===== config.mk =====
export PLATFORM = sky130hd
export DESIGN_NAME = trng_entropy_collector_flat
export DESIGN_NICKNAME = d
export VERILOG_FILES = /design/src/rtl/trng_entropy_collector_if.sv /design/src/rtl/trng_entropy_collector.sv /design/src/flat_wrapper.sv
export SDC_FILE = /design/constraint.sdc
export NUM_CORES = 1
export LEC_CHECK = 0
export CAP_MARGIN = 20
export CORE_ASPECT_RATIO = 0.7
export CORE_MARGIN = 1.5
export CORE_UTILIZATION = 46
export CTS_BUF_LIST = sky130_fd_sc_hd__clkbuf_4 sky130_fd_sc_hd__clkbuf_8
export DETAILED_ROUTE_END_ITERATION = 12
export MAX_ROUTING_LAYER = met4
export PLACE_DENSITY = 0.83
export SYNTH_ARGS = -nofsm -noshare
export SYNTH_HDL_FRONTEND = slang
export SYNTH_SLANG_ARGS = --single-unit

===== constraint.sdc =====
create_clock -name clk -period 2.25 [get_ports clk]
set_input_delay 0.45 -clock clk [delete_from_list [all_inputs] [get_ports clk]]
set_output_delay 0.45 -clock clk [all_outputs]
set_load 0.02 [all_outputs]

===== src/rtl/trng_entropy_collector_if.sv =====
`default_nettype none
// ============================================================================
// Module      : trng_entropy_collector_if
// Description : Bundle of the entropy collector's control, sample and block
//               handshake signals.
//               master : drives en, raw_bit, raw_valid, block_ready,
//                        clear_fail; observes block_out, block_valid,
//                        health_fail, busy
//               slave  : the collector itself (mirror directions)
// Revision    : 1.0 - initial release
// ============================================================================
interface trng_entropy_collector_if #(
  parameter int BLOCK_W = 512
);
  logic               en;
  logic               raw_bit;
  logic               raw_valid;
  logic               block_ready;
  logic               clear_fail;
  logic [BLOCK_W-1:0] block_out;
  logic               block_valid;
  logic               health_fail;
  logic               busy;

  modport master (
    output en, raw_bit, raw_valid, block_ready, clear_fail,
    input  block_out, block_valid, health_fail, busy
  );

  modport slave (
    input  en, raw_bit, raw_valid, block_ready, clear_fail,
    output block_out, block_valid, health_fail, busy
  );
endinterface
`default_nettype wire


===== src/rtl/trng_entropy_collector.sv =====
`default_nettype none
// ============================================================================
// Module      : trng_entropy_collector
// Description : Assembles raw entropy bits into BLOCK_W-bit blocks for the
//               conditioner while running repetition-count (RCT) and
//               adaptive-proportion (APT) health tests. A failing test
//               latches health_fail until clear_fail.
// Ports       : clk    - clock, all state changes on its rising edge
//               Resetn - asynchronous active-low reset
//               bus    - slave side of trng_entropy_collector_if
//                        (en, raw_bit/raw_valid in; block_out/block_valid
//                        out with block_ready handshake; clear_fail in;
//                        health_fail and busy status out)
// Revision    : 1.0 - initial release
// ============================================================================
module trng_entropy_collector #(
  parameter int BLOCK_W    = 512,
  parameter int RCT_CUTOFF = 32,
  parameter int APT_CUTOFF = 400
) (
  input  wire logic                  clk,
  input  wire logic                  Resetn,
  trng_entropy_collector_if.slave    bus
);

  localparam int CNT_W = $clog2(BLOCK_W + 1);
  localparam int RUN_W = $clog2(RCT_CUTOFF + 1);

  localparam logic [CNT_W-1:0] C_BLOCK_W    = CNT_W'(BLOCK_W);
  localparam logic [CNT_W-1:0] C_APT_CUTOFF = CNT_W'(APT_CUTOFF);
  localparam logic [RUN_W-1:0] C_RCT_CUTOFF = RUN_W'(RCT_CUTOFF);

  typedef enum logic [1:0] {
    ST_IDLE    = 2'd0,
    ST_COLLECT = 2'd1,
    ST_FULL    = 2'd2,
    ST_FAIL    = 2'd3
  } state_t;

  state_t             state_q, state_d;
  logic [BLOCK_W-1:0] block_q, block_d;
  logic [CNT_W-1:0]   cnt_q,   cnt_d;
  logic [CNT_W-1:0]   ones_q,  ones_d;
  logic [RUN_W-1:0]   run_q,   run_d;
  logic               prev_q,  prev_d;
  logic               valid_q, valid_d;
  logic               fail_q,  fail_d;
  logic               busy_q,  busy_d;

  logic [CNT_W-1:0]   w_cnt_inc;
  logic [CNT_W-1:0]   w_ones_inc;
  logic [CNT_W-1:0]   w_zeros;
  logic [RUN_W-1:0]   w_run_nxt;
  logic               w_last;
  logic               w_rct_fail;
  logic               w_apt_fail;

  always_comb begin
    state_d = state_q;
    block_d = block_q;
    cnt_d   = cnt_q;
    ones_d  = ones_q;
    run_d   = run_q;
    prev_d  = prev_q;
    valid_d = valid_q;
    fail_d  = fail_q;

    w_cnt_inc  = cnt_q + CNT_W'(1);
    w_ones_inc = ones_q + CNT_W'(bus.raw_bit);
    w_zeros    = C_BLOCK_W - w_ones_inc;
    // A zero run length marks the first sample since entering COLLECT.
    w_run_nxt  = (run_q == '0 || bus.raw_bit != prev_q) ? RUN_W'(1)
                                                         : run_q + RUN_W'(1);
    w_last     = (w_cnt_inc == C_BLOCK_W);
    w_rct_fail = (w_run_nxt == C_RCT_CUTOFF);
    w_apt_fail = w_last && ((w_ones_inc > C_APT_CUTOFF) ||
                            (w_zeros    > C_APT_CUTOFF));

    case (state_q)
      ST_IDLE: begin
        if (bus.en) begin
          state_d = ST_COLLECT;
          cnt_d   = '0;
          ones_d  = '0;
          run_d   = '0;
        end
      end

      ST_COLLECT: begin
        if (!bus.en) begin
          // Partial block is abandoned; block_out keeps its contents.
          state_d = ST_IDLE;
          cnt_d   = '0;
          ones_d  = '0;
          run_d   = '0;
        end else if (bus.raw_valid) begin
          block_d = {block_q[BLOCK_W-2:0], bus.raw_bit};
          cnt_d   = w_cnt_inc;
          ones_d  = w_ones_inc;
          run_d   = w_run_nxt;
          prev_d  = bus.raw_bit;
          // A health failure overrides block completion on the same sample.
          if (w_rct_fail || w_apt_fail) begin
            state_d = ST_FAIL;
            fail_d  = 1'b1;
            valid_d = 1'b0;
          end else if (w_last) begin
            state_d = ST_FULL;
            valid_d = 1'b1;
          end
        end
      end

      ST_FULL: begin
        // Samples are ignored here; only the handshake releases the block.
        if (valid_q && bus.block_ready) begin
          valid_d = 1'b0;
          cnt_d   = '0;
          ones_d  = '0;
          run_d   = '0;
          state_d = bus.en ? ST_COLLECT : ST_IDLE;
        end
      end

      ST_FAIL: begin
        if (bus.clear_fail) begin
          state_d = ST_IDLE;
          fail_d  = 1'b0;
          cnt_d   = '0;
          ones_d  = '0;
          run_d   = '0;
        end
      end

      default: begin
        state_d = ST_IDLE;
      end
    endcase

    busy_d = (state_d == ST_COLLECT) || (state_d == ST_FULL);
  end

  always_ff @(posedge clk or negedge Resetn) begin
    if (!Resetn) begin
      state_q <= ST_IDLE;
      block_q <= '0;
      cnt_q   <= '0;
      ones_q  <= '0;
      run_q   <= '0;
      prev_q  <= 1'b0;
      valid_q <= 1'b0;
      fail_q  <= 1'b0;
      busy_q  <= 1'b0;
    end else begin
      state_q <= state_d;
      block_q <= block_d;
      cnt_q   <= cnt_d;
      ones_q  <= ones_d;
      run_q   <= run_d;
      prev_q  <= prev_d;
      valid_q <= valid_d;
      fail_q  <= fail_d;
      busy_q  <= busy_d;
    end
  end

  assign bus.block_out   = block_q;
  assign bus.block_valid = valid_q;
  assign bus.health_fail = fail_q;
  assign bus.busy        = busy_q;

endmodule
`default_nettype wire


===== src/flat_wrapper.sv =====
// flat-port wrapper written by rule: the top's interface ports become plain ports
module trng_entropy_collector_flat 
#(
  parameter int BLOCK_W    = 512,
  parameter int RCT_CUTOFF = 32,
  parameter int APT_CUTOFF = 400
)
  (clk, Resetn, bus_en, bus_raw_bit, bus_raw_valid, bus_block_ready, bus_clear_fail, bus_block_out, bus_block_valid, bus_health_fail, bus_busy);
  trng_entropy_collector_if #(.BLOCK_W(BLOCK_W)) bus_i ();
  input  wire logic clk;
  input  wire logic Resetn;
  input wire logic [$bits(bus_i.en)-1:0] bus_en;
  input wire logic [$bits(bus_i.raw_bit)-1:0] bus_raw_bit;
  input wire logic [$bits(bus_i.raw_valid)-1:0] bus_raw_valid;
  input wire logic [$bits(bus_i.block_ready)-1:0] bus_block_ready;
  input wire logic [$bits(bus_i.clear_fail)-1:0] bus_clear_fail;
  output wire logic [$bits(bus_i.block_out)-1:0] bus_block_out;
  output wire logic [$bits(bus_i.block_valid)-1:0] bus_block_valid;
  output wire logic [$bits(bus_i.health_fail)-1:0] bus_health_fail;
  output wire logic [$bits(bus_i.busy)-1:0] bus_busy;
  assign bus_i.en = bus_en;
  assign bus_i.raw_bit = bus_raw_bit;
  assign bus_i.raw_valid = bus_raw_valid;
  assign bus_i.block_ready = bus_block_ready;
  assign bus_i.clear_fail = bus_clear_fail;
  assign bus_block_out = bus_i.block_out;
  assign bus_block_valid = bus_i.block_valid;
  assign bus_health_fail = bus_i.health_fail;
  assign bus_busy = bus_i.busy;
  trng_entropy_collector #(.BLOCK_W(BLOCK_W), .RCT_CUTOFF(RCT_CUTOFF), .APT_CUTOFF(APT_CUTOFF)) u_core (.clk(clk), .Resetn(Resetn), .bus(bus_i));
endmodule

# Yosys cells after proc, flatten, opt, wreduce, memory -nomap -nowiden
# Cells that the tools add are included.
op_classes:
  n_addsub: 4
  n_lt_le_gt_ge: 2
  eq_ne: 16
  mux: 36
  n_reduce_logical: 14
ops:
  columns: ["cell", "count"]
  rows:
  - ["$pmux 10 s4", 2]
  - ["$mux 10", 7]
  - ["$mux 6", 6]
  - ["$pmux 6 s4", 1]
  - ["$gt 10x9->1 const B", 2]
  - ["$mux 2", 7]
  - ["$add 10x1->10", 1]
  - ["$add 10x1->10 const B", 1]
  - ["$eq 10x10->1 const B", 1]
  - ["$mux 1", 10]
  - ["$reduce_and 5->1", 2]
  - ["$sub 10x10->10 const A", 1]
  - ["$ne 2x2->1 const B", 4]
  - ["$pmux 2 s4", 1]
  - ["$add 6x1->6 const B", 1]
  - ["$eq 2x2->1 const B", 3]
  - ["$eq 6x6->1 const B", 1]
  - ["$logic_not 6->1", 1]
  - ["$eq 2x1->1 const B", 2]
  - ["$logic_or 1x1->1", 4]
  - ["$ne 2x1->1 const B", 2]
  - ["$pmux 1 s2", 2]
  - ["$reduce_and 4->1", 1]
  - ["$reduce_bool 2->1", 2]
  - ["other kinds (6)", 7]
word_totals:
  register_bits: 544
  out_inout_bits: 515
  elab_cells: 81

# Depth between registers and ports, before layout
logic_depth:
  depth_word: 12
  depth_mapped: 10
  ltp_nobuf: 9

# Worst setup path before layout
# Ideal clock, no wire load.
synth_timing:
  kind: "input-to-reg"
  from: "in bus_raw_bit"
  to: "reg u_core.busy_q (netlist: u_core.bus.busy)"
  setup_time_ps: 125
  arrival_ps: 2371
  t_required_ps: 2125
  slack_ps: -246
  path_stages: 9
  n_path_buf: 1
  path_cell_list: "ha_1 > ha_1 > clkbuf_1 > nand2_1 > or3_1 > xor2_1 > o311ai_2 > o22a_1 > mux2_4"
synth_via:
  elab_chain_len: 12
  elab_cells_between_ends: 18
  classes_between: "add/sub: 2; order compare: 2; eq/ne: 4; mux: 5; reduce/logical: 5"
synth_rtl:
  columns: ["element", "line", "source"]
  rows:
  - ["from (decl)", "flat_wrapper.sv:13", "input wire logic [$bits(bus_i.raw_bit)-1:0] bus_raw_bit;"]
  - ["$add 10x1->10", "trng_entropy_collector.sv:69", "w_ones_inc = ones_q + CNT_W'(bus.raw_bit);"]
  - ["$sub 10x10->10", "trng_entropy_collector.sv:70", "w_zeros = C_BLOCK_W - w_ones_inc;"]
  - ["$gt 10x9->1", "trng_entropy_collector.sv:77", "(w_zeros > C_APT_CUTOFF));"]
  - ["$logic_or 1x1->1", "trng_entropy_collector.sv:76", "w_apt_fail = w_last && ((w_ones_inc > C_APT_CUTOFF) ||"]
  - ["$logic_and 1x1->1", "trng_entropy_collector.sv:76", null]
  - ["$logic_or 1x1->1 (*)", "trng_entropy_collector.sv:103", "if (w_rct_fail || w_apt_fail) begin"]
  - ["$mux 2 (*)", "trng_entropy_collector.sv:103", null]
  - ["$mux 2 (*)", "trng_entropy_collector.sv:96", "end else if (bus.raw_valid) begin"]
  - ["$mux 2 (*)", "trng_entropy_collector.sv:90", "if (!bus.en) begin"]
  - ["$pmux 2 s4 (*)", "trng_entropy_collector.sv:79", "case (state_q)"]
  - ["$eq 2x1->1 / $eq 2x2->1 (equally long branches)", "trng_entropy_collector.sv:140", "busy_d = (state_d == ST_COLLECT) || (state_d == ST_FULL);"]
  - ["$logic_or 1x1->1 (*)", "trng_entropy_collector.sv:140", null]
  - ["net u_core.busy_d", "trng_entropy_collector.sv:48", "logic busy_q, busy_d;"]
  - ["to (signal assigned)", "trng_entropy_collector.sv:163", "busy_q <= busy_d;"]
  - ["to (decl)", "trng_entropy_collector.sv:48", null]
# The timed path passes the listed nets; every way through them passes the cells marked *.
# A chain may end at the register's enable or synchronous reset.

# Worst setup path after layout
# Same ends and word-level chain as after synthesis.

==> impl_metrics.toml <==
[synthesis]
synth_area_sq_um = 21000
synth_ff_type = "dfrtp_1"
ys_types = 50
synth.largest_area_cell = "dfrtp_1"
syn_nets = 2391
synth_cells = 2379
synth.most_common_cell = "nand2_1"
async_flop_share = 1.00
synthTopCellsByArea = "dfrtp_1 (65%), nand2_1 (28%), clkbuf_1 (1.3%)"
synth_top_area_share = 0.648
ys_ff_latch = 543
ys_warn_count = 0
synth-edff-count = 0
ys_seq_area_frac = 0.648
post_synth.cell_area_avg_sq_um = 8.82
synth_commonest_cells = "nand2_1 (1566), dfrtp_1 (543), clkbuf_1 (70)"

[timing]
worst_pin_slew_ns = 0.531
fin_ws_ns = -0.0536
min_period_ns = 2.30
hold_violations = 0
skew_ns = 0.0316
timing.fmax_ghz = 0.434
setup_tns_ns = -0.0536
finalCritPeriodShare = 1.02
slew_viol_final = 0
rsz0062_at_grt = "true"
setup_viol = 1
whs_ns = 0.280
relSlewSlack = 0.646

[floorplan]
fp.dieArea_sq_um = 46900
num_rows = 65
core_sq_um = 45100
die_h_um = 182
die_w_um = 258
ios = 522
start_util = 0.466

[clocking]
numCtsBuffers = 82
worst_skew_pair.late_latency_ns = 0.67
ctsLongestPathBuffers = 3
clockRootBuffer = "clkbuf_8"
clk_pin_slew_ns = 0.07
htreeDepth = 3
cts_sinks = 543
cts_tree = "built"

[critical_path]
crit_path_start_kind = "input port"
crit_fanout = 6
arrival_ns = 2.86
worstPathRequired_ns = 2.81
worstSetupPathType = "input port to register"
cp-end-kind = "register"

[power_and_ir_drop]
p_clk_frac = 0.408
power.internal_w = 0.0151
powerDensity_nw_per_um2 = 700
peakVddDrop_mv = 0.570
total_leakage_power_nw = 15.7
power_switching_w = 0.00539
p_comb_frac = 0.105
p_seq_frac = 0.487
netSwitchingFraction = 0.263
power_w = 0.0205

[drt]
via_per_inst = 4.98
first_iter_violations = 1292
postRouteAntennaNets = 0
drt_wl_total_um = 58300
num_vias = 18000
first_pass_iters = 5
drcViolationCount = 0
routedWlPerCell_um = 16.2

[place]
dpl.cell_count = 3468
portBuffers = 521
place_congestion = 0.877
hpwl_um = 41000

[global_route]
grt_pass1_vias = 18100
grt-ovfl-total = 0
grt_pass1_wl_um = 94700
antenna_found_initial = 0
grt_start_max_net_pins = 102
track_usage = 0.259

[finish]
fin_nets = 2964
fin_cells = 3610
n_antenna_cell = 0
synthToLayoutAreaGrowth_pct = 39.8
drive_gt1_frac = 0.0841
post-route-util = 0.651

[worst_hold_path]
hold_path_class = "input port to asynchronous set/reset pin"

[run_status]
status = "finished, violations left"
violations = "setup timing"

[run]
maxCapViolations = 0
## registers in the layout, indices dropped and copies added (netlist names)
signal                  count
u_core.bus.block_out      512
u_core.cnt_q               10
u_core.ones_q              10
u_core.run_q                6
u_core.state_q              2
u_core.bus.block_valid      1
u_core.bus.busy             1
u_core.bus.health_fail      1
## final cells by class
cell class | count | area (sq um)
fillers | 3342 | 15700
flip-flops and latches | 543 | 13600
multi-input cells | 1708 | 6930
repair buffers | 613 | 6360
clock buffers | 123 | 1570
well taps | 603 | 754
clock inverters | 16 | 116
inverters | 4 | 15.0
## power groups by stage
stage	Sequential (W)	Clock (W)	Combinational, W
4_1_cts	0.0100	0.00859	0.00215
6_report	0.0100	0.00838	0.00217
3_5_place_dp	0.0102	0	0.00216
5_1_grt	0.0100	0.00902	0.00236
3_3_place_gp	0.0102	0	0.00211
2_1_floorplan	0.0102	0	0.00105
## timing repair
action / in CTS / in global routing
endpoints found under the hold margin: 141 / 0
pin swaps: 0 / 5
gates resized for setup: 9 / 21
setup buffers: 0 / 2
gates cloned: 0 / 0
endpoints found under the setup margin: 9 / 14
hold buffers: 1 / 0
## critical path, stage by stage
cell,delay [ns]
clkdlybuf4s50_1,0.59
ha_4,0.20
ha_4,0.17
nand2_1,0.06
or3_4,0.36
xor2_4,0.17
o311ai_2,0.32
o22a_1,0.24
mux2_4,0.30
## cells by family (layout without fill, tap and decap cells)
kind of cell,Yosys count,after routing,share of synthesized area
xor gates and xnor gates,14,14,0.00585
AOI/OAI and AO/OA,63,63,0.0201
adders and majority gates,5,5,0.00298
DFF,543,543,0.648
and+or+nand+nor,1625,1625,0.296
buffers and inverters,128,756,0.0264
muxes,1,1,0.000716
## per-layer routing
metal / GRT usage / routed length, um / part of all wire / vias up
met4: 0.115 / 2740 / 0.047 / 0
met2: 0.401 / 27800 / 0.48 / 622
met5: - / 0 / 0 / -
met3: 0.0685 / 3780 / 0.065 / 177
met1: 0.320 / 24000 / 0.41 / 8748
li1: - / - / - / 8435
## cell usage in the layout (no fill, tap or decap), types with 4 or more instances in the layout
master              n
clkdlybuf4s50_1   501
xor2_1              5
buf_12             34
nor2_1             18
clkinv_2           11
clkbuf_4           19
dfrtp_1           543
nand2_1          1565
dlygate4sd2_1       8
o21ai_0            30
a21oi_1             5
xnor2_1             8
buf_4              57
dlymetal6s2s_1     11
nand3_1             6
nand4_1             4
nor3_1              4
a22o_1              4
clkbuf_8          104
a31oi_1             5
## per-stage QoR
step	setup WS, ns	cell area [sq um]
detailed placement	-0.692	27600
global placement	-0.662	27600
floorplan	0.00878	21000
CTS	-0.0352	29200
finish	-0.0536	29300
global route	-0.101	29300
## worst paths after layout
kind / start / end / slack [ns] / depth (start not counted)
setup / recovery: bus_raw_bit / u_core.bus.busy / -0.05 / 9
hold / removal: Resetn / u_core.bus.block_out[492] / 0.28 / 2
setup reg to reg: u_core.ones_q[0] / u_core.bus.busy / -0.04 / 8
hold reg to reg: u_core.bus.block_out[121] / u_core.bus.block_out[122] / 0.48 / 2
max in group asynchronous: Resetn / u_core.bus.block_out[199] / 1.11 / 4
min in group clk: u_core.bus.block_out[121] / u_core.bus.block_out[122] / 0.48 / 2
No activity file was read; power rests on OpenSTA's default activity.
